`src/rtl/calc_core.sv`:
```
// Four-function decimal calculator core fed by keypad event pulses.
// It holds the operand being typed or the last result for the display driver.
module calc_core #(
    parameter int WIDTH      = 16,
    parameter int MAX_DIGITS = 4
) (
    input  logic             clk,
    input  logic             rst,
    input  logic             is_num,
    input  logic             is_op,
    input  logic             is_eq,
    input  logic [3:0]       num_val,
    input  logic [1:0]       op_val,
    output logic [WIDTH-1:0] disp_val,
    output logic             disp_neg,
    output logic             err,
    output logic             busy,
    output logic             res_valid
);

    localparam int CNT_W  = $clog2(MAX_DIGITS + 1);
    localparam int ITER_W = $clog2(WIDTH + 1);

    localparam logic [1:0] OP_ADD = 2'b00;
    localparam logic [1:0] OP_SUB = 2'b01;
    localparam logic [1:0] OP_MUL = 2'b10;
    localparam logic [1:0] OP_DIV = 2'b11;

    typedef enum logic [2:0] {
        S_A, S_OP, S_B, S_CALC, S_DIV, S_RES, S_ERR
    } state_t;

    state_t              state;
    logic [WIDTH-1:0]    a;
    logic [WIDTH-1:0]    b;
    logic [WIDTH-1:0]    res;
    logic                res_neg;
    logic                fresh;
    logic [1:0]          op;
    logic [CNT_W-1:0]    cnt;
    logic [WIDTH-1:0]    rem;
    logic [WIDTH-1:0]    quo;
    logic [ITER_W-1:0]   iter;

    // x*10 + d, wide enough that overflow past WIDTH bits shows in the top nibble
    function automatic logic [WIDTH+3:0] mac10(input logic [WIDTH-1:0] x,
                                               input logic [3:0]       d);
        return ({4'b0000, x} << 3) + ({4'b0000, x} << 1) + {{WIDTH{1'b0}}, d};
    endfunction

    // One restoring-division iteration; returns {remainder, quotient}
    function automatic logic [2*WIDTH-1:0] div_step(input logic [WIDTH-1:0] r,
                                                    input logic [WIDTH-1:0] q,
                                                    input logic [WIDTH-1:0] d);
        logic [WIDTH:0] sh;
        logic           take;
        sh   = {r, q[WIDTH-1]};
        take = (sh >= {1'b0, d});
        if (take) sh = sh - {1'b0, d};
        return {sh[WIDTH-1:0], q[WIDTH-2:0], take};
    endfunction

    logic               ev_eq;
    logic               ev_op;
    logic               ev_num;
    logic [WIDTH-1:0]   digit;
    logic [WIDTH+3:0]   a_next;
    logic [WIDTH+3:0]   b_next;
    logic               room;
    logic               a_fits;
    logic               b_fits;
    logic [WIDTH:0]     sum;
    logic [2*WIDTH-1:0] prod;
    logic [2*WIDTH-1:0] step;

    // Only the highest-priority pulse of a cycle counts; codes 10..15 are not digits
    assign ev_eq  = is_eq;
    assign ev_op  = is_op & ~is_eq;
    assign ev_num = is_num & ~is_op & ~is_eq & (num_val <= 4'd9);

    assign digit  = {{(WIDTH-4){1'b0}}, num_val};
    assign a_next = mac10(a, num_val);
    assign b_next = mac10(b, num_val);
    assign room   = (cnt != CNT_W'(MAX_DIGITS));
    assign a_fits = (a_next[WIDTH+3:WIDTH] == 4'd0);
    assign b_fits = (b_next[WIDTH+3:WIDTH] == 4'd0);
    assign sum    = {1'b0, a} + {1'b0, b};
    assign prod   = {{WIDTH{1'b0}}, a} * {{WIDTH{1'b0}}, b};
    assign step   = div_step(rem, quo, b);

    always_ff @(posedge clk) begin
        if (!rst) begin
            state     <= S_A;
            a         <= '0;
            b         <= '0;
            res       <= '0;
            res_neg   <= 1'b0;
            fresh     <= 1'b0;
            op        <= OP_ADD;
            cnt       <= '0;
            rem       <= '0;
            quo       <= '0;
            iter      <= '0;
            busy      <= 1'b0;
            disp_val  <= '0;
            disp_neg  <= 1'b0;
            err       <= 1'b0;
            res_valid <= 1'b0;
        end else begin
            // Display stage: follows the state one clock behind
            fresh     <= 1'b0;
            res_valid <= fresh;
            case (state)
                S_A, S_OP: begin
                    disp_val <= a;
                    disp_neg <= 1'b0;
                    err      <= 1'b0;
                end
                S_B: begin
                    disp_val <= b;
                    disp_neg <= 1'b0;
                    err      <= 1'b0;
                end
                S_RES: begin
                    disp_val <= res;
                    disp_neg <= res_neg;
                    err      <= 1'b0;
                end
                S_ERR: begin
                    disp_val <= '0;
                    disp_neg <= 1'b0;
                    err      <= 1'b1;
                end
                default: ;
            endcase

            // Key handling and arithmetic
            case (state)
                S_A: begin
                    if (ev_eq) begin
                        res     <= a;
                        res_neg <= 1'b0;
                        fresh   <= 1'b1;
                        state   <= S_RES;
                    end else if (ev_op) begin
                        op    <= op_val;
                        state <= S_OP;
                    end else if (ev_num && room && a_fits) begin
                        a   <= a_next[WIDTH-1:0];
                        cnt <= cnt + CNT_W'(1);
                    end
                end
                S_OP: begin
                    if (ev_op) begin
                        op <= op_val;
                    end else if (ev_num) begin
                        b     <= digit;
                        cnt   <= CNT_W'(1);
                        state <= S_B;
                    end
                end
                S_B: begin
                    if (ev_eq) begin
                        state <= S_CALC;
                    end else if (ev_num && room && b_fits) begin
                        b   <= b_next[WIDTH-1:0];
                        cnt <= cnt + CNT_W'(1);
                    end
                end
                S_CALC: begin
                    case (op)
                        OP_ADD: begin
                            if (sum[WIDTH]) begin
                                state <= S_ERR;
                            end else begin
                                res     <= sum[WIDTH-1:0];
                                res_neg <= 1'b0;
                                fresh   <= 1'b1;
                                state   <= S_RES;
                            end
                        end
                        OP_SUB: begin
                            res     <= (a >= b) ? a - b : b - a;
                            res_neg <= (a < b);
                            fresh   <= 1'b1;
                            state   <= S_RES;
                        end
                        OP_MUL: begin
                            if (prod[2*WIDTH-1:WIDTH] != '0) begin
                                state <= S_ERR;
                            end else begin
                                res     <= prod[WIDTH-1:0];
                                res_neg <= 1'b0;
                                fresh   <= 1'b1;
                                state   <= S_RES;
                            end
                        end
                        OP_DIV: begin
                            if (b == '0) begin
                                state <= S_ERR;
                            end else begin
                                rem   <= '0;
                                quo   <= a;
                                iter  <= ITER_W'(WIDTH);
                                busy  <= 1'b1;
                                state <= S_DIV;
                            end
                        end
                        default: state <= S_ERR;
                    endcase
                end
                S_DIV: begin
                    rem  <= step[2*WIDTH-1:WIDTH];
                    quo  <= step[WIDTH-1:0];
                    iter <= iter - ITER_W'(1);
                    if (iter == ITER_W'(1)) begin
                        res     <= step[WIDTH-1:0];
                        res_neg <= 1'b0;
                        fresh   <= 1'b1;
                        busy    <= 1'b0;
                        state   <= S_RES;
                    end
                end
                S_RES: begin
                    // Chaining continues from the magnitude; the sign is dropped
                    if (ev_op) begin
                        a     <= res;
                        op    <= op_val;
                        state <= S_OP;
                    end else if (ev_num) begin
                        a     <= digit;
                        cnt   <= CNT_W'(1);
                        state <= S_A;
                    end
                end
                S_ERR: begin
                    if (ev_num) begin
                        a     <= digit;
                        cnt   <= CNT_W'(1);
                        state <= S_A;
                    end
                end
                default: state <= S_A;
            endcase
        end
    end

endmodule
```
`config.mk`:
```
export PLATFORM = sky130hd
export DESIGN_NAME = calc_core
export DESIGN_NICKNAME = d
export VERILOG_FILES = /design/src/rtl/calc_core.sv
export SDC_FILE = /design/constraint.sdc
export NUM_CORES = 1
export LEC_CHECK = 0
export CAP_MARGIN = 20
export CORE_UTILIZATION = 67
export DETAILED_ROUTE_END_ITERATION = 12
export DONT_BUFFER_PORTS = 1
export PLACE_DENSITY = 0.83
export SETUP_SLACK_MARGIN = 0.15
export SLEW_MARGIN = 20
export SYNTH_ARGS = -nofsm -noshare
export SYNTH_HDL_FRONTEND = slang
export SYNTH_SLANG_ARGS = --single-unit
```
`constraint.sdc`:
```
create_clock -name clk -period 7.8 [get_ports clk]
set_input_delay 1.17 -clock clk [delete_from_list [all_inputs] [get_ports clk]]
set_output_delay 1.17 -clock clk [all_outputs]
set_load 0.02 [all_outputs]
```
==> results of run 1 <==
## final cells by class
| class | count | area, um^2 | share of cell area |
|---|---|---|---|
| clock inverters | 8 | 149 | 0.00724 |
| clock buffers | 23 | 488 | 0.0237 |
| diodes | 2 | 5.00 | 0.000243 |
| multi-input cells | 1900 | 15400 | 0.750 |
| repair buffers | 88 | 661 | 0.0321 |
| inverters | 280 | 1050 | 0.0511 |
| well taps | 378 | 473 | 0.0230 |
| flip-flops and latches | 115 | 2320 | 0.113 |
## layout by cell type, fill, tap and decap left out, drive strengths merged, types with 17 or more instances in the layout
master,n
inv,273
o21a,23
a31oi,17
clkbuf,23
mux2i,24
xor2,17
and2,19
buf,88
nor3,44
o211ai,20
fa,202
dfxtp,115
a22oi,34
a21o,32
nand2,267
ha,237
o21ai,152
nor2b,19
nand3,37
xnor2,41
nor2,205
nor4,17
nand4,31
a211oi,33
nand2b,18
a21oi,195
## power breakdown
group / total [mW] / internal, mW / switching, mW
combinational: 0.991 / 0.344 / 0.648
sequential: 0.731 / 0.645 / 0.0860
clock: 0.877 / 0.566 / 0.311
total: 2.60 / 1.55 / 1.04
## worst min-delay path, cell delays in order (launching register included)
cell	delay, ns
dfxtp_1	0.32
nand2_1	0.05
o21ai_0	0.06
## worst paths after layout
kind | startpoint | to | slack, ns | cells past startpoint
max reg2reg | b[6] | res[1] | 0.48 | 25
max | b[6] | res[1] | 0.48 | 25
min reg2reg | rem[4] | rem[4] | 0.49 | 2
min | rem[4] | rem[4] | 0.49 | 2
## per-layer routing
metal	global-route usage	up-vias	wire length, um
met1	0.614	9330	25600
li1	-	8364	-
met4	0.306	4	5290
met2	0.727	1510	30100
met5	0	-	19
met3	0.152	380	10100
## state kept, by name, summed over array words and instances (netlist names), 2 cells and up
name      flops
a            16
b            16
cnt           3
disp_val     16
iter          5
op            2
quo          16
rem          16
res          16
state         3
## timing repair
action	in CTS	in global routing
gates resized for setup	0	20
setup endpoints to repair	0	20
setup buffers	0	0
hold endpoints to repair	0	0
## cells by family (layout without fill, tap and decap cells)
group / count (synthesis) / in the layout
flops: 115 / 115
fa+ha+maj: 439 / 439
simple gates: 713 / 713
other cells: 0 / 2
buf+inv: 405 / 399
mux: 31 / 31
xor+xnor: 58 / 58
compound gates: 659 / 659
## stage by stage
step	hold slack, ns	power [mW]
finish	0.488	2.60
detailed placement	0.471	1.67
floorplan	0.412	1.40
global route	0.511	2.67
CTS	0.491	2.54
global placement	0.469	1.65
==> reports/metrics.cfg, run 1 <==
[synthesis]
synth.avg_cell_area_um2 = 7.96
synthAdderAreaFrac = 0.364
yosys_warnings = 0
ys_types = 85
synthXorXnorAreaFrac = 0.0264
synth_top_area_share = 0.210
yosys-top-cells-count = inv_1, nand2_1, ha_1
synth_compound_area_frac = 0.223
netlist_instances = 2420
synth_area_um2 = 19300
synthesis.nets = 2870
ys_top_cells_by_area = fa_1, ha_1, dfxtp_1
synth_edf_count = 0
synth.mux.area_fraction = 0.0166
synth_top_family_by_area = adder cells
synth-async-reset-ratio = 0
synth_ff_type = dfxtp_1
ys_seq_elements = 115
synth.most_common_cell = inv_1
seq_area_frac_synth = 0.120
yosys.area_share.simple = 0.170
synth_top_area_cell = fa_1

[finish]
nets = 2852
drive_above_1_share = 0.0729
stdcell_area_um2 = 20600
nFillCells = 2116
post-route-util = 0.734
area_delta_synth_final_pct = 6.84
final_cells = 2794

[floorplan]
initial_core_util = 0.687
core_area_um2 = 28000
rows = 61
die_w_um = 172
ios = 31
die-area_um2 = 29400
die_h_um = 172

[place]
dp_hpwl_mm = 55.5
port-buffer-count = 0
place.gp.congestion = 1.10
post-place-ws_ns = 0.309
place_inst = 2761
dpl_cell_area_um2 = 19900

[setup_path]
crit_required_ns = 8.13
cp_slowest_cell = dfxtp_2
critical_path_class = reg -> reg
slowest_delay_ns = 0.55
cp_top_family = adder cells
end_kind = flop
critPathMostFrequentCell = fa_1
cp_data_arrival_time_ns = 7.66
crit_fanout = 16
cp-start-kind = flop
critPathBufInv = 7

[clocking]
clk_latency_ns = 0.45
cts_buffer_depth = 2
htree_levels = 4
tritoncts = yes
clk_pin_slew_worst_paths_ns = 0.05
cts-root-buf = clkbuf_16
holdBufCountCts = 0
cts_sinks = 115
cts_buffers = 17

[global_routing]
antenna_found_initial = 5
overflow = 0
grt_max_degree = 45
grt_first_pass_wirelength_mm = 106
grt_usage = 0.488
grt_pass1_vias = 18700

[sta]
setup_violations = 0
slew_headroom = 0.238
tns_ns = 0
worst_pin_slew_ns = 1.13
clock_skew_ns = 0.0156
period_share = 0.939
hold_viol = 0
worst_slack_ns = 0.475
drv_slew = 0
min_period_ns = 7.32
clock.fmax_mhz = 137
grt_setup_unrepaired = false

[detailed_routing]
wl_mm = 71.1
vias = 19600
dr.pass1.iters = 7
vias_per_cell = 7.01
drt-wirelength-per-cell_um = 25.4
drc = 0
ant_nets = 0
first_iter_violations = 2937

[run]
drv_cap = 0

[power]
p_leak_nw = 8.94
power_density_nw_per_um2 = 126
vdd_drop_max_uv = 183

[status]
status = completed

[min_path]
hp-class = reg -> reg

Power figures use the tool's default switching activity.
==> run 2, diff against run 1 <==
- CORE_MARGIN: unset -> 3
==> run 2 against run 1 <==
Compared with the run above: first-iteration DRC count fell by 6.4%; routed wire length fell by 2.2%; critical endpoint is now res[0]; highest routed layer unchanged; core utilization fell by 0.59 points; combinational power fell by 1%; maximum frequency fell by 1.5%; setup slack got worse by 0.11 ns.
==> reports/metrics.cfg, run 2 (synthesis gave the netlist of run 1 again) <==
[status]
status = completed

[detailed_routing]
vias = 19500  ; -0.46%
dr.pass1.iters = 10  ; +3
first_iter_violations = 2749  ; -6.4%
vias_per_cell = 7.00  ; -0.21%
drt-wirelength-per-cell_um = 24.9  ; -2.0%
drc = 0  ; unchanged
ant_nets = 0  ; unchanged
wl_mm = 69.5  ; -2.2%

[clocking]
clk_pin_slew_worst_paths_ns = 0.06  ; about the same
holdBufCountCts = 0  ; unchanged
clk_latency_ns = 0.44  ; about the same
cts_buffer_depth = 2  ; unchanged
cts_buffers = 17  ; unchanged
cts_setup_buffers = 0  ; unchanged
cts-root-buf = clkbuf_16
cts_sinks = 115  ; unchanged
htree_levels = 4  ; unchanged
tritoncts = yes

[floorplan]
die_w_um = 176  ; +2.3%
die-area_um2 = 30800  ; +4.7%
core_area_um2 = 28100  ; +0.27%
ios = 31  ; unchanged
initial_core_util = 0.685  ; -0.00187
rows = 61  ; unchanged
die_h_um = 176  ; +2.3%

[global_routing]
grt_usage = 0.449  ; -0.0386
antenna_found_initial = 3  ; -2
grt_pass1_vias = 18800  ; +0.60%
grt_max_degree = 59  ; +31%
grt_first_pass_wirelength_mm = 107  ; +0.91%
overflow = 0  ; unchanged

[sta]
tns_ns = 0  ; unchanged
grt_setup_unrepaired = false
clock_skew_ns = 0.0150  ; -0.000632 ns
clock.fmax_mhz = 135  ; -1.5%
slew_headroom = 0.201  ; -0.0372
worst_pin_slew_ns = 1.19  ; +0.0629 ns
drv_slew = 0  ; unchanged
setup_violations = 0  ; unchanged
period_share = 0.953  ; +0.0140
min_period_ns = 7.43  ; +0.109 ns
hold_viol = 0  ; unchanged

[min_path]
min_from = rem[10]
hp-class = reg -> reg

[finish]
post-route-util = 0.728  ; -0.00587
drive_above_1_share = 0.0673  ; -0.00558
nets = 2843  ; -0.32%
area_delta_synth_final_pct = 6.27
final_common_cell = inv_1
final_cells = 2787  ; -0.25%
most-common-layout-cells = inv_1, nand2_1, ha_1, nor2_1, fa_1

[place]
place_inst = 2752  ; -0.33%
place.gp.congestion = 1.13  ; +2.6%
dp_hpwl_mm = 53.9  ; -2.9%
port-buffer-count = 0  ; unchanged

[setup_path]
path_cells = buf_4 > ha_1 > inv_1 > fa_1 > fa_1 > inv_1 > ha_1 > inv_1 > fa_1 > fa_1 > inv_1 > fa_1 > ha_1 > a21oi_1 > nand2_1 > o211ai_1 > o21ai_0 > xor2_1 > nor4_1 > nand4_2 > or4b_4 > nand2_4 > a311oi_1
critical_path_class = reg -> reg
timing.rr.end = res[0]
r2r_start = a[3]
crit_fanout = 14  ; -2
cp-start-kind = flop
end_kind = flop
crit_required_ns = 8.07  ; -0.06 ns
endpoint = res[0]
cp_slowest_cell = or4b_4
slowest_delay_ns = 0.64  ; +0.09 ns
r2r_cells = 23  ; -8.0%
cp-startpoint = a[3]
critPathMostFrequentCell = fa_1
r2r_slack_ns = 0.37  ; -0.11 ns
cp_data_arrival_time_ns = 7.71  ; +0.05 ns

[power]
vdd_drop_max_uv = 161  ; -12%
power_density_nw_per_um2 = 124  ; -1.6%
p_leak_nw = 8.88  ; -0.64%

[run]
drv_cap = 0  ; unchanged

## run 2: cell count changes in the layout (fill, tap and decap cells not counted), sizes merged
cell      before  now
bufinv         4    3
clkbuf        23   22
clkinvlp       2    1
clkinv         9   13
diode          2    3
buf           88   79
## run 2: worst min path at each step
| stage | end | depth (start not counted) |
|---|---|---|
| 6_report | rem[10] | 2 |
| 5_1_grt | rem[14] | 2 |
| 4_1_cts | res_neg | 2 |
| 3_5_place_dp | quo[15] | 2 |
| 3_3_place_gp | quo[15] | 2 |
| 2_1_floorplan | res_valid | 1 |
## run 2: layout make-up
class | count | area (um^2)
Fill cell | 2274 | 7630
Inverter | 280 | 1050
Timing Repair Buffer | 79 | 606
Multi-Input combinational cell | 1900 | 15400
Clock inverter | 10 | 131
Clock buffer | 22 | 464
Sequential cell | 115 | 2310
Antenna cell | 3 | 7.51
Tap cell | 378 | 473
## run 2: through the flow
stage | instance area [um^2] | power, mW | hold WS, ns | worst slack [ns]
final | 20500 | 2.54 | 0.487 | 0.366
after global routing | 20500 | 2.61 | 0.502 | 0.155
after CTS | 20400 | 2.47 | 0.485 | 0.227
after detailed placement | 19800 | 1.65 | 0.474 | 0.244
after global placement | 19800 | 1.64 | 0.468 | 0.336
after floorplan | 19300 | 1.40 | 0.412 | 0.655
## run 2: routing by layer
layer / GRT usage / part of all wire / vias up
met1: 0.574 / 0.36 / 9283
met3: 0.151 / 0.14 / 391
met4: 0.266 / 0.079 / 4
li1: - / - / 8339
met2: 0.663 / 0.42 / 1481
met5: 0 / 0.00037 / -
## run 2: timing repair
item                                    CTS  global route
endpoints found under the hold margin     0             0
endpoints found under the setup margin    0            20
resized for setup                         0            12
## run 2: power breakdown
part	total (mW)	leakage, nW	switching, mW	internal, mW
sequential	0.731	0.939	0.0865	0.645
combinational	0.981	7.65	0.641	0.339
clock	0.832	0.294	0.316	0.517
## run 2: critical path, delay by kind of cell (launching register included)
kind / cells / cell delay, ns
adder cells (fa/ha/maj): 8 / 3.26
AO/OA/AOI/OAI: 4 / 1.01
XOR/XNOR: 1 / 0.19
AND/OR/NAND/NOR: 5 / 1.66
buffers and inverters: 5 / 0.61
flip-flops: 1 / 0.54
